--- src/rtl/mycpu_pkg.sv ---
// ==== mycpu_pkg : shared fetch-stage constants, state encoding and buffer entry type ====
// ==== rev 1.0 ; MYCPU_IF_DELAY_SLOT_EN adds the DSLOT state                           ====
`default_nettype none

package mycpu_pkg;

    localparam logic [31:0] RESET_PC_DEFAULT = 32'hBFC0_0000;

    localparam logic [1:0] ST_RESET = 2'd0;
    localparam logic [1:0] ST_RUN   = 2'd1;
`ifdef MYCPU_IF_DELAY_SLOT_EN
    localparam logic [1:0] ST_DSLOT = 2'd2;
`endif

    typedef struct packed {
        logic [31:0] pc;
        logic [31:0] inst;
    } if_entry_t;

    function automatic logic [31:0] word_align(input logic [31:0] addr);
        return {addr[31:2], 2'b00};
    endfunction

endpackage

`default_nettype wire

--- src/rtl/mycpu_if_buf.sv ---
// ==== mycpu_if_buf : 2-entry in-order instruction buffer; head is the oldest entry ====
// ==== rev 1.0                                                                      ====
`default_nettype none

module mycpu_if_buf
    import mycpu_pkg::*;
(
    input  logic       clk,
    input  logic       rst,
    input  logic       pop,
    input  logic       flush,
    input  logic       keep_one,
    input  logic       push,
    input  if_entry_t  push_entry,
    output if_entry_t  head,
    output logic [1:0] count
);

    if_entry_t  ent0;
    if_entry_t  ent1;
    logic [1:0] cnt;
    logic [1:0] cnt_pop;
    logic [1:0] cnt_trim;
    if_entry_t  ent0_pop;

    // Order within a cycle: pop the head, then trim (flush / keep only head), then push at the tail.
    always_comb begin
        cnt_pop  = (pop && (cnt != 2'd0)) ? cnt - 2'd1 : cnt;
        ent0_pop = pop ? ent1 : ent0;
        cnt_trim = cnt_pop;
        if (flush) begin
            cnt_trim = 2'd0;
        end else if (keep_one && (cnt_pop > 2'd1)) begin
            cnt_trim = 2'd1;
        end
    end

    always_ff @(posedge clk or negedge rst) begin
        if (!rst) begin
            cnt  <= 2'd0;
            ent0 <= '0;
            ent1 <= '0;
        end else begin
            cnt  <= cnt_trim + {1'b0, push};
            ent0 <= (push && (cnt_trim == 2'd0)) ? push_entry : ent0_pop;
            ent1 <= (push && (cnt_trim == 2'd1)) ? push_entry : ent1;
        end
    end

    assign head  = ent0;
    assign count = cnt;

endmodule

`default_nettype wire

--- src/rtl/mycpu_if.sv ---
// ==== mycpu_if : instruction fetch stage with 1-cycle SRAM, 2-entry buffer and redirect ====
// ==== rev 1.0 ; MYCPU_IF_DELAY_SLOT_EN keeps the branch delay slot                      ====
`default_nettype none

module mycpu_if
    import mycpu_pkg::*;
#(
    parameter logic [31:0] RESET_PC = RESET_PC_DEFAULT
) (
    input  logic        clk,
    input  logic        rst,
    output logic        inst_sram_en,
    output logic [31:0] inst_sram_addr,
    input  logic [31:0] inst_sram_rdata,
    input  logic        id_ready,
    input  logic        br_taken,
    input  logic [31:0] br_target,
    output logic        if_valid,
    output logic [31:0] if_inst,
    output logic [31:0] if_pc
);

    logic [1:0]  state;
    logic [1:0]  state_next;
    logic [31:0] pc;
    logic [31:0] pc_next;
    logic        resp_vld;
    logic [31:0] resp_pc;
    logic        issue;
    logic [31:0] issue_addr;
    logic [31:0] tgt;
    logic        from_buf;
    logic        xfer;
    logic        resp_live;
    logic [2:0]  pend_cnt;
    logic        buf_pop;
    logic        buf_flush;
    logic        buf_keep;
    logic        buf_push;
    if_entry_t   buf_head;
    logic [1:0]  buf_count;
    if_entry_t   resp_entry;
`ifdef MYCPU_IF_DELAY_SLOT_EN
    logic        rem_buf;
`endif

    assign tgt        = word_align(br_target);
    assign from_buf   = (buf_count != 2'd0);
    assign if_valid   = from_buf || resp_vld;
    assign xfer       = if_valid && id_ready;
    assign buf_pop    = xfer && from_buf;
    // An arriving response bypasses the buffer when it is the head and decode takes it.
    assign resp_live  = resp_vld && !(xfer && !from_buf);
    assign pend_cnt   = {1'b0, buf_count} - {2'b00, buf_pop} + {2'b00, resp_live};
    assign resp_entry = '{pc: resp_pc, inst: inst_sram_rdata};
`ifdef MYCPU_IF_DELAY_SLOT_EN
    assign rem_buf    = (buf_count > {1'b0, buf_pop});
`endif

    always_comb begin
        if (from_buf) begin
            if_pc   = buf_head.pc;
            if_inst = buf_head.inst;
        end else if (resp_vld) begin
            if_pc   = resp_pc;
            if_inst = inst_sram_rdata;
        end else begin
            if_pc   = 32'd0;
            if_inst = 32'd0;
        end
    end

    always_comb begin
        buf_flush  = 1'b0;
        buf_keep   = 1'b0;
        buf_push   = resp_live;
        issue      = rst && (pend_cnt < 3'd2);
        issue_addr = pc;
        pc_next    = pc + 32'd4;
        state_next = state;
        if (state == ST_RESET) begin
            state_next = ST_RUN;
        end
`ifdef MYCPU_IF_DELAY_SLOT_EN
        if ((state == ST_DSLOT) && resp_vld) begin
            state_next = ST_RUN;
        end
        if (br_taken) begin
            issue = rst;
            if (rem_buf) begin
                // Delay slot already buffered: drop everything behind it.
                buf_keep   = 1'b1;
                buf_push   = 1'b0;
                issue_addr = tgt;
                pc_next    = tgt + 32'd4;
            end else if (resp_live) begin
                issue_addr = tgt;
                pc_next    = tgt + 32'd4;
            end else begin
                // Delay slot not fetched yet: fetch it now, target goes next.
                issue_addr = pc;
                pc_next    = tgt;
                state_next = ST_DSLOT;
            end
        end
`else
        if (br_taken) begin
            buf_flush  = 1'b1;
            buf_push   = 1'b0;
            issue      = rst;
            issue_addr = tgt;
            pc_next    = tgt + 32'd4;
        end
`endif
    end

    always_ff @(posedge clk or negedge rst) begin
        if (!rst) begin
            state    <= ST_RESET;
            pc       <= word_align(RESET_PC);
            resp_vld <= 1'b0;
            resp_pc  <= 32'd0;
        end else begin
            state    <= state_next;
            resp_vld <= issue;
            if (issue) begin
                resp_pc <= issue_addr;
                pc      <= pc_next;
            end
        end
    end

    mycpu_if_buf u_buf (
        .clk        (clk),
        .rst        (rst),
        .pop        (buf_pop),
        .flush      (buf_flush),
        .keep_one   (buf_keep),
        .push       (buf_push),
        .push_entry (resp_entry),
        .head       (buf_head),
        .count      (buf_count)
    );

    assign inst_sram_en   = issue;
    assign inst_sram_addr = issue_addr;

endmodule

`default_nettype wire

--- config.mk ---
export PLATFORM = sky130hd
export DESIGN_NAME = mycpu_if
export DESIGN_NICKNAME = d
export VERILOG_FILES = /design/src/rtl/mycpu_pkg.sv /design/src/rtl/mycpu_if_buf.sv /design/src/rtl/mycpu_if.sv
export SDC_FILE = /design/constraint.sdc
export NUM_CORES = 1
export LEC_CHECK = 0
export ABC_AREA = 1
export BUFFER_PORTS_ARGS = -buffer_cell sky130_fd_sc_hd__buf_2
export CAP_MARGIN = 20
export CORE_ASPECT_RATIO = 0.6
export CORE_MARGIN = 2
export CORE_UTILIZATION = 38
export DETAILED_ROUTE_END_ITERATION = 7
export GPL_TIMING_DRIVEN = 0
export PLACE_DENSITY = 0.69
export SLEW_MARGIN = 20
export SYNTH_ARGS = -nofsm -noshare
export SYNTH_HDL_FRONTEND = slang
export SYNTH_SLANG_ARGS = --single-unit
--- constraint.sdc ---
create_clock -name clk -period 3.6 [get_ports clk]
set_input_delay 0.54 -clock clk [delete_from_list [all_inputs] [get_ports clk]]
set_output_delay 0.54 -clock clk [all_outputs]
set_load 0.005 [all_outputs]
==> results of run 1 <==
[cell families after synthesis]
logic type                 synth area share, %
and+or+nand+nor                           21.6
other                                   0.0391
adders and majority gates                0.730
buffers and inverters                     11.6
xor gates and xnor gates                 0.548
AOI/OAI and AO/OA                         16.7
DFF                                       48.9
[sequential cells by signal, summed over array words and instances (netlist names)]
register and flops:
pc 30, resp_vld 1, u_buf.ent1 62, u_buf.count 2, resp_pc 30, u_buf.head 62
[worst register-to-register path, cell delays in order, from the launching register on]
cell,delay (ns)
dfrtp_1,0.39
inv_2,0.08
ha_1,0.16
buf_6,0.11
inv_4,0.04
nand2_2,0.10
inv_6,0.04
ha_4,0.29
inv_2,0.04
nand2_1,0.08
fa_2,0.44
nand3_1,0.12
nand2_1,0.06
nand2_1,0.11
buf_2,0.26
buf_2,0.34
nor2_1,0.11
o21bai_1,0.16
[placed cells by master (no fill, tap or decap), types with 10 or more instances in the layout]
cell type  Yosys  layout
a21oi_1       16      16
buf_2         30     186
buf_4          8      10
clkbuf_1      29      28
clkbuf_16      0      18
dfrtp_1      178     178
inv_1        174     170
nand2_1      245     245
nand2_2       20      20
nand3_1       99      99
nor2_1        50      50
nor2_2        11      11
o211ai_1      10      10
o21ai_0      111     111
o221ai_1      47      47
o22ai_1       50      50
[timing repair]
action	CTS	global route
hold buffers	0	0
endpoints found under the setup margin	50	1
hold endpoints to repair	0	0
gates resized for setup	8	4
buffers inserted	2	2
cloned	0	1
[metal layers]
metal / GRT usage, % / vias up / routed length [um]
met5: 0 / - / 0
met4: 5.67 / 0 / 384
met3: 5.56 / 28 / 2770
met2: 32.5 / 399 / 12600
met1: 36.3 / 4358 / 15000
li1: - / 4200 / -
[through the flow]
step / hold WS [ns] / area, um2
floorplan: 0.244 / 9610
global placement: 0.465 / 10800
detailed placement: 0.471 / 10800
CTS: 0.127 / 11500
global route: 0.124 / 11600
finish: 0.0801 / 11600
[final timing paths]
check,start,endpoint,slack (ns),cells past startpoint
hold / removal,rst,u_buf.head[4],0.08,1
hold reg to reg,u_buf.ent1[41],u_buf.ent1[41],0.49,2
min in group clk,inst_sram_rdata[19],u_buf.head[19],0.36,3
setup / recovery,u_buf.count[1],inst_sram_en,0.17,16
max in group asynchronous,rst,pc[24],2.58,2
setup reg to reg,u_buf.count[1],resp_pc[19],0.60,17
[layout make-up]
class | count | share of cell area [%]
sequential | 187 | 40.6
multi-input combinational | 723 | 33.1
timing repair buffer | 164 | 7.64
inverter | 182 | 6.02
buffer | 75 | 3.70
clock buffer | 17 | 3.68
tap | 322 | 3.49
clock inverter | 15 | 1.82
[power by group through the flow]
stage	sequential, mW	combinational [mW]	clock [mW]
4_1_cts	3.48	4.35	2.09
2_1_floorplan	3.41	2.68	0
3_5_place_dp	3.51	4.26	0
5_1_grt	3.58	4.90	2.17
6_report	3.49	4.41	2.06
3_3_place_gp	3.48	4.17	0
==> summary.txt, run 1 <==
Status
  • Status: finished, final reports clean

Worst setup path
  • CP max-delay cell: fa_2
  • Critical path buffers and inverters: 8
  • CP Data Arrival Time: 2.89 ns
  • Worst setup EP type: output pin
  • CP startpoint kind: flop
  • Crit path required time: 3.06 ns
  • Cell chain of the critical path: inv_2 > ha_1 > buf_6 > inv_4 > nand2_2 > inv_6 > ha_4 > inv_2 > nand2_1 > fa_2 > nand3_1 > nand2_1 > nand2_1 > inv_2 > buf_12 > buf_2
  • CP top delay family: adder cells
  • Slowest Stage Delay on Critical Path: 0.53 ns
  • Largest fanout on the critical path: 10
  • WS Path Type: flop to output pin

Pwr
  • Lkg Pwr: 5.70 nW
  • Flop pwr share: 35.0%
  • Clk pwr share: 20.7%
  • Switching Power: 4.14 mW
  • Maximum vdd drop: 0.000349 V
  • Int Power: 5.83 mW
  • Final Power: 9.97 mW
  • Sw frac: 41.5%
  • PwrDens: 863 mW/mm2
  • Power share of the combinational group: 44.3%

Timing
  • Final period util: 95.2%
  • Worst Skew: 0.0105 ns
  • Final setup viols: 0
  • Post-route setup slack: 0.171 ns
  • Max Freq: 292 MHz
  • Worst-Margin Slew: 0.733 ns
  • Fin Setup TNS: 0 ns
  • RSZ-0062 raised after global routing: false
  • Hold Fails Final Rpt: 0
  • Min cycle time layout: 3.43 ns
  • Max_slew headroom: 51.1%
  • Final Max Tran Viols: 0

Placement
  • Placed Cells: 1,650
  • Buffers on Ports: 158
  • Placer Congestion: 0.896
  • HPWL after DPL: 22,500 um
  • Setup WS pre-CTS: -0.514 ns

Job
  • Max-Cap Viols: 0

Finish
  • Inserted Diodes: 0
  • Multi-input gate area: 0.00382 mm2
  • Layout Cells excl Fill: 1,685
  • Fill cell count: 2,420
  • Share of cells above drive strength 1: 23.9%
  • Fin nets: 1,423
  • Storage cell area: 0.00469 mm2
  • Fin util: 47.2%
  • Synth-to-Final Area Change: 20.4%

Clocking
  • Clock sinks: 187
  • Max H-tree Level: 4
  • TritonCTS clock tree: built
  • CTS Buffer Depth: 2
  • Clock Latency Late Sink: 0.44 ns
  • Total CTS buffers: 17
  • Clock Tree Root: clkbuf_16
  • Clk pin slew, worst setup/hold paths: 0.07 ns

Synthesis
  • Post-synth cell types: 40
  • Number of flops mapped to enable cells by yosys: 0
  • Post-synthesis cell area: 0.00960 mm2
  • Synth top area cells: dfrtp_1, nand2_1, inv_1
  • Main synth FF type: dfrtp_1
  • Flops & latches, synth: 187
  • Cell taking the most area after synthesis: dfrtp_1
  • Top cell types by occurrence after synthesis: nand2_1, dfrtp_1, inv_1, o21ai_0, nand3_1
  • Syn Area/Cell: 8.23 um2
  • Post-Syn Instances: 1,166
  • Asr flop ratio synth: 100%
  • Register area share after synthesis: 48.9%
  • Ys Warns: 0
  • Share of the synthesized area in the top cell type: 46.4%
  • Most frequent cell after synthesis: nand2_1

Floorplan
  • Die width: 209 um
  • # rows: 44
  • I/O pin count: 166
  • Initial Util: 39.2%
  • Full die area: 0.0266 mm2
  • Die height: 127 um
  • Core footprint: 0.0245 mm2

Detailed routing
  • Routed vias/inst: 5.33
  • Routed Antenna Nets: 0
  • DRC viols: 0
  • Iter 0 DRT Violations: 851
  • Final wirelength: 30,700 um
  • DR vias: 8,985
  • Wire length per cell: 18.2 um
  • Drt first pass iters: 7

Global route
  • Wire length of the first global-routing pass: 48,100 um
  • GRT Total Usage: 23.4%
  • Largest net degree at the start of global routing: 98
  • Initial antenna violation count: 0
  • Overflow after GRT: 0
  • Vias in the first global route: 8,655

Min path
  • Hold Crit Class: input port to asynchronous set/reset pin
(Power assumes the default switching activity.)
==> run 2: changes to the inputs <==
--- a/config.mk
+++ b/config.mk
@@ -13,6 +13,7 @@
 export CORE_UTILIZATION = 38
 export DETAILED_ROUTE_END_ITERATION = 7
 export GPL_TIMING_DRIVEN = 0
+export MAX_ROUTING_LAYER = met4
 export PLACE_DENSITY = 0.69
 export SLEW_MARGIN = 20
 export SYNTH_ARGS = -nofsm -noshare
==> run 2 against run 1 <==
Sequential share of layout area about the same. Critical path type unchanged. Global-route usage grew 0.61 points. Setup slack got worse by 0.014 ns. Highest routed layer unchanged. Via count fell by 0.73%. Sequential power is essentially flat. Critical path depth unchanged. Sequential cell count unchanged. Largest power group unchanged. Combinational power barely moved. Largest cell class unchanged. First-iteration DRC count rose by 13%. Utilization rose by 0.056 points. Die area unchanged. Clock skew is essentially flat.
==> summary.txt, run 2 (synthesis gave the netlist of run 1 again) <==
Clocking
  • Clk pin slew, worst setup/hold paths: 0.07 ns (about the same)
  • CTS Buffer Depth: 2 (unchanged)
  • Clock Latency Late Sink: 0.44 ns (about the same)
  • TritonCTS clock tree: built (unchanged)
  • Total CTS buffers: 17 (unchanged)
  • Clock sinks: 187 (unchanged)
  • Max H-tree Level: 4 (unchanged)
  • Clock Tree Root: clkbuf_16 (unchanged)

Finish
  • Commonest non-fill, non-tap cell in the layout: nand2_1 (unchanged)
  • Fill cell count: 2,387 (was 2,420)
  • Inserted Diodes: 0 (unchanged)
  • Final Cell Area: 0.0116 mm2 (about the same)
  • Share of cells above drive strength 1: 23.8% (was 23.9%)
  • Fin nets: 1,426 (was 1,423)
  • Most frequent cells in the layout: nand2_1, buf_2, dfrtp_1 (unchanged)
  • Synth-to-Final Area Change: 20.6% (was 20.4%)

Floorplan
  • Full die area: 0.0266 mm2 (unchanged)
  • Core footprint: 0.0245 mm2 (unchanged)
  • I/O pin count: 166 (unchanged)
  • Die width: 209 um (unchanged)
  • Initial Util: 39.2% (unchanged)
  • # rows: 44 (unchanged)
  • Die height: 127 um (unchanged)

Status
  • Status: finished, final reports clean (unchanged)

Worst setup path
  • CP startpoint kind: flop (unchanged)
  • CP top delay family: adder cells (unchanged)
  • Crit path required time: 3.06 ns (about the same)
  • Most used cell, CP: nand2_1
  • CP max-delay cell: fa_2 (unchanged)
  • CP Data Arrival Time: 2.90 ns (was 2.89 ns)
  • Critical path buffers and inverters: 8 (unchanged)
  • Cell chain of the critical path: inv_2 > ha_1 > buf_6 > inv_4 > nand2_2 > inv_6 > ha_4 > inv_1 > nand2_1 > fa_2 > nand3_1 > nand2_1 > nand2_1 > inv_2 > buf_12 > buf_2 (was inv_2 > ha_1 > buf_6 > inv_4 > nand2_2 > inv_6 > ha_4 > inv_2 > nand2_1 > fa_2 > nand3_1 > nand2_1 > nand2_1 > inv_2 > buf_12 > buf_2)
  • Slowest Stage Delay on Critical Path: 0.54 ns (was 0.53 ns)
  • WS Path Type: flop to output pin (unchanged)
  • Largest fanout on the critical path: 10 (unchanged)
  • Worst setup EP type: output pin (unchanged)

Global route
  • Vias in the first global route: 8,424 (was 8,655)
  • Overflow after GRT: 0 (unchanged)
  • GRT Total Usage: 24.0% (was 23.4%)
  • Wire length of the first global-routing pass: 47,900 um (was 48,100 um)
  • Largest net degree at the start of global routing: 87 (was 98)
  • Initial antenna violation count: 0 (unchanged)

Timing
  • Final Max Tran Viols: 0 (unchanged)
  • Hold Fails Final Rpt: 0 (unchanged)
  • Final setup viols: 0 (unchanged)
  • Max Freq: 290 MHz (was 292 MHz)
  • Worst-Margin Slew: 0.653 ns (was 0.733 ns)
  • Min cycle time layout: 3.44 ns (was 3.43 ns)
  • RSZ-0062 raised after global routing: false (unchanged)
  • Worst Skew: 0.0102 ns (was 0.0105 ns)
  • Post-route setup slack: 0.158 ns (was 0.171 ns)
  • Max_slew headroom: 56.5% (was 51.1%)
  • Final period util: 95.6% (was 95.2%)

Detailed routing
  • Drt first pass iters: 8 (was 7)
  • Iter 0 DRT Violations: 958 (was 851)
  • Wire length per cell: 18.2 um (about the same)
  • Routed vias/inst: 5.29 (was 5.33)
  • Routed Antenna Nets: 0 (unchanged)
  • Final wirelength: 30,600 um (was 30,700 um)
  • DRC viols: 0 (unchanged)
  • DR vias: 8,919 (was 8,985)

Placement
  • HPWL after DPL: 22,800 um (was 22,500 um)
  • Placed inst area: 0.0109 mm2 (was 0.0108 mm2)
  • Setup WS pre-CTS: -0.495 ns (was -0.514 ns)
  • Placer Congestion: 0.999 (was 0.896)
  • Buffers on Ports: 158 (unchanged)

Pwr
  • PwrDens: 854 mW/mm2 (was 863 mW/mm2)
  • Lkg Pwr: 5.70 nW (about the same)
  • Maximum vdd drop: 0.000364 V (was 0.000349 V)

Job
  • Max-Cap Viols: 0 (unchanged)

Min path
  • Hold Crit Class: input port to flop (was input port to asynchronous set/reset pin)
run 2: changes by cell type in the layout (fill, tap and decap cells not counted):
cell           change
inv_8              -1
buf_4              +1
clkinvlp_4         +2
buf_16             +1
inv_2              -1
clkinv_2           +1
dlygate4sd3_1      +1
inv_6              -5
clkbuf_1           +1
inv_1              +1
run 2: path summary, 6_finish.rpt:
path	from	to	slack, ns	cells after the start
min in group asynchronous	rst	u_buf.head[2]	0.53	2
min	inst_sram_rdata[21]	u_buf.head[21]	0.36	3
max	u_buf.count[1]	inst_sram_en	0.16	16
min reg2reg	u_buf.ent1[40]	u_buf.ent1[40]	0.49	2
max in group asynchronous	rst	u_buf.count[0]	2.39	3
max reg2reg	u_buf.count[1]	resp_pc[10]	0.57	17
run 2: repair_timing:
item / in CTS / in global routing
hold buffers: 1 / 0
buffers inserted: 1 / 4
gates resized for setup: 8 / 3
hold endpoints to repair: 14 / 0
cloned: 0 / 1
setup endpoints to repair: 41 / 1
run 2: worst register-to-register path, stage by stage, from the launching register on:
cell	delay, ns
dfrtp_1	0.39
inv_2	0.07
ha_1	0.15
buf_6	0.11
inv_4	0.04
nand2_2	0.10
inv_6	0.04
ha_4	0.23
inv_1	0.08
nand2_1	0.08
fa_2	0.54
nand3_1	0.09
nand2_1	0.08
nand2_1	0.09
inv_2	0.11
buf_4	0.13
clkbuf_1	0.38
o21ai_0	0.17
run 2: per-stage QoR:
stage / utilization [%] / total power [mW] / TNS, ns / hold WS, ns / std cells
4_1_cts: 47.0 / 9.81 / 0 / 0.348 / 1681
3_5_place_dp: 44.4 / 7.79 / -2.18 / 0.386 / 1651
3_3_place_gp: 44.1 / 7.64 / -300.83 / 0.465 / 1649
5_1_grt: 47.2 / 10.6 / 0 / 0.351 / 1686
6_report: 47.2 / 9.88 / 0 / 0.356 / 1686
2_1_floorplan: - / 6.09 / 0 / 0.244 / 1169
run 2: power by group:
group	internal, mW	switching, mW
Clock	1.15	0.821
Sequential	3.08	0.404
Combinational	1.58	2.84
Total	5.81	4.07
run 2: layout make-up:
cell class	count	area, um2	area share [%]
sequential	187	4690	40.5
multi-input combinational	723	3820	33.0
timing repair buffer	167	928	8.02
inverter	182	696	6.01
clock buffer	18	429	3.71
buffer	75	428	3.70
tap	322	403	3.48
clock inverter	12	175	1.51
run 2: per-layer routing:
| layer | vias up | GRT usage, % | part of all wire, % |
|---|---|---|---|
| met5 | - | - | 0 |
| met4 | 0 | 4.37 | 1.0 |
| met3 | 26 | 4.99 | 8.4 |
| met2 | 369 | 32.0 | 41 |
| met1 | 4316 | 37.3 | 50 |
| li1 | 4208 | - | - |
==> run 3: changes to the inputs <==
--- a/config.mk
+++ b/config.mk
@@ -6,15 +6,15 @@
 export NUM_CORES = 1
 export LEC_CHECK = 0
 export ABC_AREA = 1
-export BUFFER_PORTS_ARGS = -buffer_cell sky130_fd_sc_hd__buf_2
 export CAP_MARGIN = 20
 export CORE_ASPECT_RATIO = 0.6
 export CORE_MARGIN = 2
 export CORE_UTILIZATION = 38
 export DETAILED_ROUTE_END_ITERATION = 7
+export DONT_BUFFER_PORTS = 1
 export GPL_TIMING_DRIVEN = 0
 export MAX_ROUTING_LAYER = met4
-export PLACE_DENSITY = 0.69
+export PLACE_DENSITY = 0.63
 export SLEW_MARGIN = 20
 export SYNTH_ARGS = -nofsm -noshare
 export SYNTH_HDL_FRONTEND = slang
==> run 3 against run 2 <==
The flow now finishes with violations (negative hold slack). Worst hold slack got worse by 0.56 ns. Routed wire length decreased by 1.7%. Clock skew decreased by 0.0014 ns. Critical path type unchanged. Largest cell class unchanged. Largest power group unchanged. Highest routed layer unchanged.
==> summary.txt, run 3 (synthesis gave the netlist of run 1 again) <==
Status
  • Status: finished with violations (was finished, final reports clean)
  • Failing checks: negative hold slack

Worst setup path
  • CP max-delay cell: fa_1 (was fa_2)
  • Slowest Stage Delay on Critical Path: 0.51 ns (was 0.54 ns)
  • Reg2Reg Depth: 20 (was 17)
  • R2R Setup Slk: 0.57 ns (about the same)
  • WS Path Type: flop to output pin (unchanged)
  • Worst setup EP type: output pin (unchanged)
  • R2R Path Start: u_buf.count[1] (unchanged)
  • Largest fanout on the critical path: 11 (was 10)
  • Crit. Startpoint: u_buf.count[1] (unchanged)
  • CP startpoint kind: flop (unchanged)
  • Cell chain of the critical path: inv_1 > ha_1 > buf_6 > inv_4 > nand2_2 > inv_6 > ha_4 > inv_1 > nand2_1 > fa_1 > nand3_1 > nand2_1 > nand2_1 > inv_1 > buf_6 > buf_12 (was inv_2 > ha_1 > buf_6 > inv_4 > nand2_2 > inv_6 > ha_4 > inv_1 > nand2_1 > fa_2 > nand3_1 > nand2_1 > nand2_1 > inv_2 > buf_12 > buf_2)
  • CP Data Arrival Time: 2.92 ns (was 2.90 ns)
  • Reg2reg end: pc[19] (was resp_pc[10])
  • Crit path required time: 3.06 ns (about the same)

Detailed routing
  • DRC viols: 0 (unchanged)
  • DR vias: 8,308 (was 8,919)
  • Iter 0 DRT Violations: 798 (was 958)
  • Final wirelength: 30,100 um (was 30,600 um)
  • Routed Antenna Nets: 0 (unchanged)
  • Wire length per cell: 19.7 um (was 18.2 um)
  • Routed vias/inst: 5.43 (was 5.29)
  • Drt first pass iters: 5 (was 8)

Clocking
  • Max H-tree Level: 4 (unchanged)
  • Clk pin slew, worst setup/hold paths: 0.07 ns (about the same)
  • Total CTS buffers: 17 (unchanged)
  • CTS Buffer Depth: 2 (unchanged)
  • Clock sinks: 187 (unchanged)
  • Clock Tree Root: clkbuf_16 (unchanged)
  • Clock Latency Late Sink: 0.44 ns (about the same)
  • TritonCTS clock tree: built (unchanged)

Timing
  • RSZ-0062 raised after global routing: false (unchanged)
  • Final Hold Slack: -0.199 ns (was 0.356 ns)
  • Max Freq: 289 MHz (was 290 MHz)
  • Final period util: 96.0% (was 95.6%)
  • Min cycle time layout: 3.46 ns (was 3.44 ns)
  • Final setup viols: 0 (unchanged)
  • Final Max Tran Viols: 0 (unchanged)
  • Max_slew headroom: 54.7% (was 56.5%)
  • Worst Skew: 0.00882 ns (was 0.0102 ns)
  • Hold Fails Final Rpt: 178 (was 0)
  • Worst-Margin Slew: 0.680 ns (was 0.653 ns)
  • Post-route setup slack: 0.143 ns (was 0.158 ns)

Finish
  • Layout Cells excl Fill: 1,529 (was 1,686)
  • Share of cells above drive strength 1: 13.6% (was 23.8%)
  • Most frequent cells in the layout: nand2_1, dfrtp_1, inv_1 (was nand2_1, buf_2, dfrtp_1)
  • Commonest non-fill, non-tap cell in the layout: nand2_1 (unchanged)
  • Inserted Diodes: 0 (unchanged)
  • Fin nets: 1,268 (was 1,426)
  • Synth-to-Final Area Change: 11.6% (was 20.6%)

Placement
  • Setup WS pre-CTS: -0.378 ns (was -0.495 ns)
  • Buffers on Ports: 0 (was 158)
  • Placer Congestion: 0.964 (was 0.999)
  • Placed Cells: 1,491 (was 1,651)
  • HPWL after DPL: 22,000 um (was 22,800 um)

Pwr
  • PwrDens: 879 mW/mm2 (was 854 mW/mm2)
  • Lkg Pwr: 4.99 nW (was 5.70 nW)
  • Maximum vdd drop: 0.000421 V (was 0.000364 V)
  • Final Power: 9.42 mW (was 9.88 mW)

Floorplan
  • Core footprint: 0.0245 mm2 (unchanged)
  • Initial Util: 39.2% (unchanged)
  • # rows: 44 (unchanged)
  • I/O pin count: 166 (unchanged)
  • Die width: 209 um (unchanged)
  • Full die area: 0.0266 mm2 (unchanged)
  • Die height: 127 um (unchanged)

Global route
  • Largest net degree at the start of global routing: 189 (was 87)
  • Vias in the first global route: 7,903 (was 8,424)
  • Initial antenna violation count: 0 (unchanged)
  • Wire length of the first global-routing pass: 47,000 um (was 47,900 um)
  • Overflow after GRT: 0 (unchanged)
  • GRT Total Usage: 23.9% (was 24.0%)

Min path
  • Hold Crit Class: input port to asynchronous set/reset pin (was input port to flop)

Job
  • Max-Cap Viols: 0 (unchanged)
-- run 3: cell types whose count changed in the layout (fill, tap and decap cells not counted), sizes merged --
| cell | change |
|---|---|
| buf | -156 |
| clkinv | -1 |
| dlygate4sd3 | -1 |
| inv | +1 |
-- run 3: through the flow --
step | area (um2) | util (%) | hold slack, ns | TNS, ns
3_3_place_gp | 10000 | 40.9 | 0.255 | -0.786
4_1_cts | 10700 | 43.5 | -0.203 | 0
6_report | 10700 | 43.7 | -0.199 | 0
5_1_grt | 10700 | 43.7 | -0.217 | 0
3_5_place_dp | 10000 | 40.9 | 0.255 | -5.38
2_1_floorplan | 9610 | - | 0.244 | 0
-- run 3: area by class of cell --
cell class	instances	area (um2)
clock inverters	12	171
well taps	322	403
plain buffers	76	439
flip-flops and latches	187	4690
inverters	182	696
repair buffers	8	60.1
clock buffers	19	433
fillers	2425	13800
multi-input cells	723	3820
-- run 3: timing repair --
item                                   4_1_cts  5_1_grt
setup endpoints to repair                   61        1
resized for setup                            7        3
cloned                                       0        0
buffers inserted                             2        6
endpoints found under the hold margin      187      182
-- run 3: worst max path at each step --
stage	slack, ns	depth (start not counted)	endpoint
detailed placement	-0.38	17	inst_sram_en
finish	0.14	16	inst_sram_en
global route	0.009	16	inst_sram_en
global placement	-0.28	17	inst_sram_en
floorplan	0.33	17	inst_sram_en
CTS	0.04	16	inst_sram_en
-- run 3: report_power, final --
group,internal (mW),switching [mW]
combinational,1.25,2.70
sequential,3.08,0.400
clock,1.16,0.826
-- run 3: routing by layer --
layer,track usage (%),vias up,wire length (um)
met4,5.80,0,350
met1,35.9,4085,14700
li1,-,3879,-
met5,-,-,0
met2,31.2,318,12000
met3,6.83,26,2970
-- run 3: critical path: cells and delay by family, from the launching register on --
kind	cells	cell delay [ns]
adder cells (fa/ha/maj)	3	0.91
buffers and inverters	8	0.76
flip-flops	1	0.38
AND/OR/NAND/NOR	5	0.40
